$ cat config.mk
export PLATFORM = sky130hd
export DESIGN_NAME = fpa_nbit
export DESIGN_NICKNAME = d
export VERILOG_FILES = /design/src/rtl/fpa_nbit.sv
export SDC_FILE = /design/constraint.sdc
export NUM_CORES = 1
export LEC_CHECK = 0
export CORE_AREA = 2 2 39 41
export CTS_BUF_LIST = sky130_fd_sc_hd__clkbuf_4 sky130_fd_sc_hd__clkbuf_8 sky130_fd_sc_hd__clkbuf_16
export DETAILED_ROUTE_END_ITERATION = 16
export DIE_AREA = 0 0 41 43
export PLACE_DENSITY = 0.37
export SLEW_MARGIN = 20
export SYNTH_ARGS = -nofsm -noshare
export SYNTH_HDL_FRONTEND = slang
export SYNTH_SLANG_ARGS = --single-unit
$ cat constraint.sdc
create_clock -name i_clk -period 0.8 [get_ports i_clk]
set_input_delay 0.12 -clock i_clk [delete_from_list [all_inputs] [get_ports i_clk]]
set_output_delay 0.12 -clock i_clk [all_outputs]
set_load 0.005 [all_outputs]
$ cat src/rtl/fpa_nbit.sv
// fpa_nbit: N-bit fixed-priority arbiter with a registered one-hot grant.
// Each rising clock edge grants the lowest-indexed active requester.
// Bit 0 has the highest priority. The arbiter keeps no history, so it
// applies no fairness, rotation, locking or handshake.
//
// Ports:
//   i_clk      rising-edge clock
//   i_rst      asynchronous active-high reset; clears o_grant immediately
//   i_request  N-bit request vector; bit k high = requester k wants the resource
//   o_grant    N-bit registered grant; one-hot or all-zero
module fpa_nbit #(
  parameter int unsigned N = 4
) (
  input  logic         i_clk,
  input  logic         i_rst,
  input  logic [N-1:0] i_request,
  output logic [N-1:0] o_grant
);

  logic [N-1:0] grant_c;

  // Isolate the lowest set bit. The subtraction wraps modulo 2^N, so an
  // all-zero request gives an all-zero grant. This also holds for N=1.
  assign grant_c = i_request & ~(i_request - N'(1));

  // Grant register. The previous grant is not fed back into the decision.
  always_ff @(posedge i_clk or posedge i_rst) begin
    if (i_rst) begin
      o_grant <= '0;
    end else begin
      o_grant <= grant_c;
    end
  end

endmodule

==> flow_metrics.env <==
export IMPL_synthesis_area_um2=133
export IMPL_final_max_slew_viol_count=0
export IMPL_tightest_slew_ps=190
export IMPL_async_reset_ff_share_pct=100
export IMPL_io_pins=10
export IMPL_cp_slowest_cell="dfrtp_1"
export IMPL_hold_slack_ps=70.2
export IMPL_grt_max_degree=5
export IMPL_synthFlopType="dfrtp_1"
export IMPL_die_area_um2=1760
export IMPL_via_per_inst=2.89
export IMPL_area_growth_pct=84.9
export IMPL_coreArea_um2=1380
export IMPL_grt_pass1_wl_um=414
export IMPL_synth_edf_count=0
export IMPL_wire_per_inst_um=7.69
export IMPL_cp_max_fo=1
export IMPL_cts_tree="built"
export IMPL_setup_slack_ps=-16.4
export IMPL_fp_dieW_um=41
export IMPL_post_cts_buffers=0
export IMPL_cp_depth=1
export IMPL_synth_simple_gate_area_share_pct=21.7
export IMPL_critical_path_arrival_ps=700
export IMPL_synth_cell_type_count=5
export IMPL_synthTopCellsByCount="dfrtp_1 (4), inv_1 (1), nor2b_1 (1), nor3b_1 (1), nor4b_2 (1)"
export IMPL_top_regs="o_grant x4"
export IMPL_clock_sinks=4
export IMPL_utilization_pct=17.7
export IMPL_regMostFlops="o_grant"
export IMPL_fin_crit_sh_pct=102
export IMPL_ant_nets=0
export IMPL_synth_top_area_cell="dfrtp_1"
export IMPL_start_util_pct=9.58
export IMPL_synth_xor_area_share_pct=0
export IMPL_hold_path_class="primary input to asynchronous set/reset pin"
export IMPL_rows=14
export IMPL_fp_dieH_um=43
export IMPL_postSynthNetCount=14
export IMPL_antenna_found_initial=0
export IMPL_hold_buffers=0
export IMPL_p_leak_uw=0.000115
export IMPL_clk_pin_slew_ps=40
export IMPL_netlist_top_cells_area="dfrtp_1 (75%), nor4b_2 (11%), nor3b_1 (5.7%)"
export IMPL_ctsRootBufferMaster="clkbuf_4"
export IMPL_synth_most_common_cell="dfrtp_1"
export IMPL_overflow=0
export IMPL_cts_htree_levels=1
export IMPL_drt_initial_drc_count=1
export IMPL_synthCells=8
export IMPL_startpoint_type="flop"
export IMPL_drc_errors=0
export IMPL_fmax_mhz=1220
export IMPL_violations="negative setup slack"
export IMPL_path_cells="buf_2"
export IMPL_clock_path_buffers=2
export IMPL_finalSetupViolations=4
export IMPL_diodes=0
export IMPL_max_cap_viol_count=0
export IMPL_grt_pass1_vias=106
export IMPL_cts_buffers=3
export IMPL_routed_wirelength_um=277
export IMPL_hold_viol=0
export IMPL_slowest_delay_ps=350
export IMPL_cp_top_family="flip-flops"
export IMPL_power_density_nw_per_um2=2050
export IMPL_rsz0062_at_grt="yes"
export IMPL_required_ps=680
export IMPL_yosysSeqAreaShare_pct=75.5
export IMPL_slew_headroom_pct=87.3
export IMPL_final_nets=28
export IMPL_largest_reg_flops=4
export IMPL_synthAdderAreaFrac_pct=0
export IMPL_layout_min_cycle_time_ps=816
export IMPL_muxShareOfSynthArea_pct=0
export IMPL_grt_usage_pct=4.63
export IMPL_first_pass_iters=2
export IMPL_gp_congestion=0.517
export IMPL_ys_warn_count=0
export IMPL_synth_top_area_share_pct=75.5
export IMPL_synth_compound_area_share_pct=0
export IMPL_crit_type="flop to output port"
export IMPL_drive_above_1_share_pct=40.0
export IMPL_vdd_ir_drop_max_mv=0.433
export IMPL_syn_area_per_cell_um2=16.6
export IMPL_synth_seq_cells=4
export IMPL_crit_path_end_kind="output port"
export IMPL_synth_top_family_by_area="simple AND/OR/NAND/NOR gates"
export IMPL_io_buffers=9
export IMPL_crit_buf_inv=1
export IMPL_vias=104
export IMPL_status="finished with violations"
[final cells by class]
class                           count  area (um^2)
Timing Repair Buffer                9         70.1
Sequential cell                     4          100
Inverter                            1         3.75
Fill cell                         154         1140
Multi-Input combinational cell      3         28.8
Tap cell                           16         20.0
Clock buffer                        3         22.5
[metal layers]
metal	vias up	track usage, %	share of wire [%]
met3	2	6.28	22
met4	0	6.00	1.4
li1	50	-	-
met2	10	3.75	29
met1	42	4.22	47
met5	-	0	0
[placed cells by master (no fill, tap or decap)]
cell type / netlist / final
clkdlybuf4s50_1: 0 / 5
dfrtp_1: 4 / 4
buf_2: 0 / 4
clkbuf_4: 0 / 3
nor3b_1: 1 / 1
nor4b_2: 1 / 1
inv_1: 1 / 1
nor2b_1: 1 / 1
[worst max path at each step]
stage,slack [ps],start,end
floorplan,330,o_grant[0],o_grant[0]
global placement,-110,o_grant[0],o_grant[0]
detailed placement,-140,i_request[1],o_grant[3]
CTS,-30,o_grant[1],o_grant[1]
global route,-50,o_grant[1],o_grant[1]
finish,-20,o_grant[3],o_grant[3]
[per-stage QoR]
stage	power, uW	setup TNS [ps]	std cells	setup WS (ps)	cell area, um^2
global route	529	-152	36	-54.1	245
global placement	273	-695	33	-113	243
detailed placement	274	-753	33	-136	243
finish	502	-54.9	36	-16.4	245
CTS	520	-114	36	-34.6	245
floorplan	227	0	8	331	133
[power breakdown]
group	switching [uW]	internal, uW	total [uW]
Sequential	1.64	212	213
Clock	72.7	167	240
Combinational	17.3	31.8	49.1
Total	91.6	411	502
[cell families (layout without fill, tap and decap cells)]
logic type | Yosys count | in the layout
flip-flops | 4 | 4
AND/OR/NAND/NOR | 3 | 3
buffers and inverters | 1 | 13
[what timing repair did]
action,CTS,global route
setup endpoints to repair,4,4
gates resized for setup,16,0
pin swaps,0,0
No activity file was read; power rests on OpenSTA's default activity.
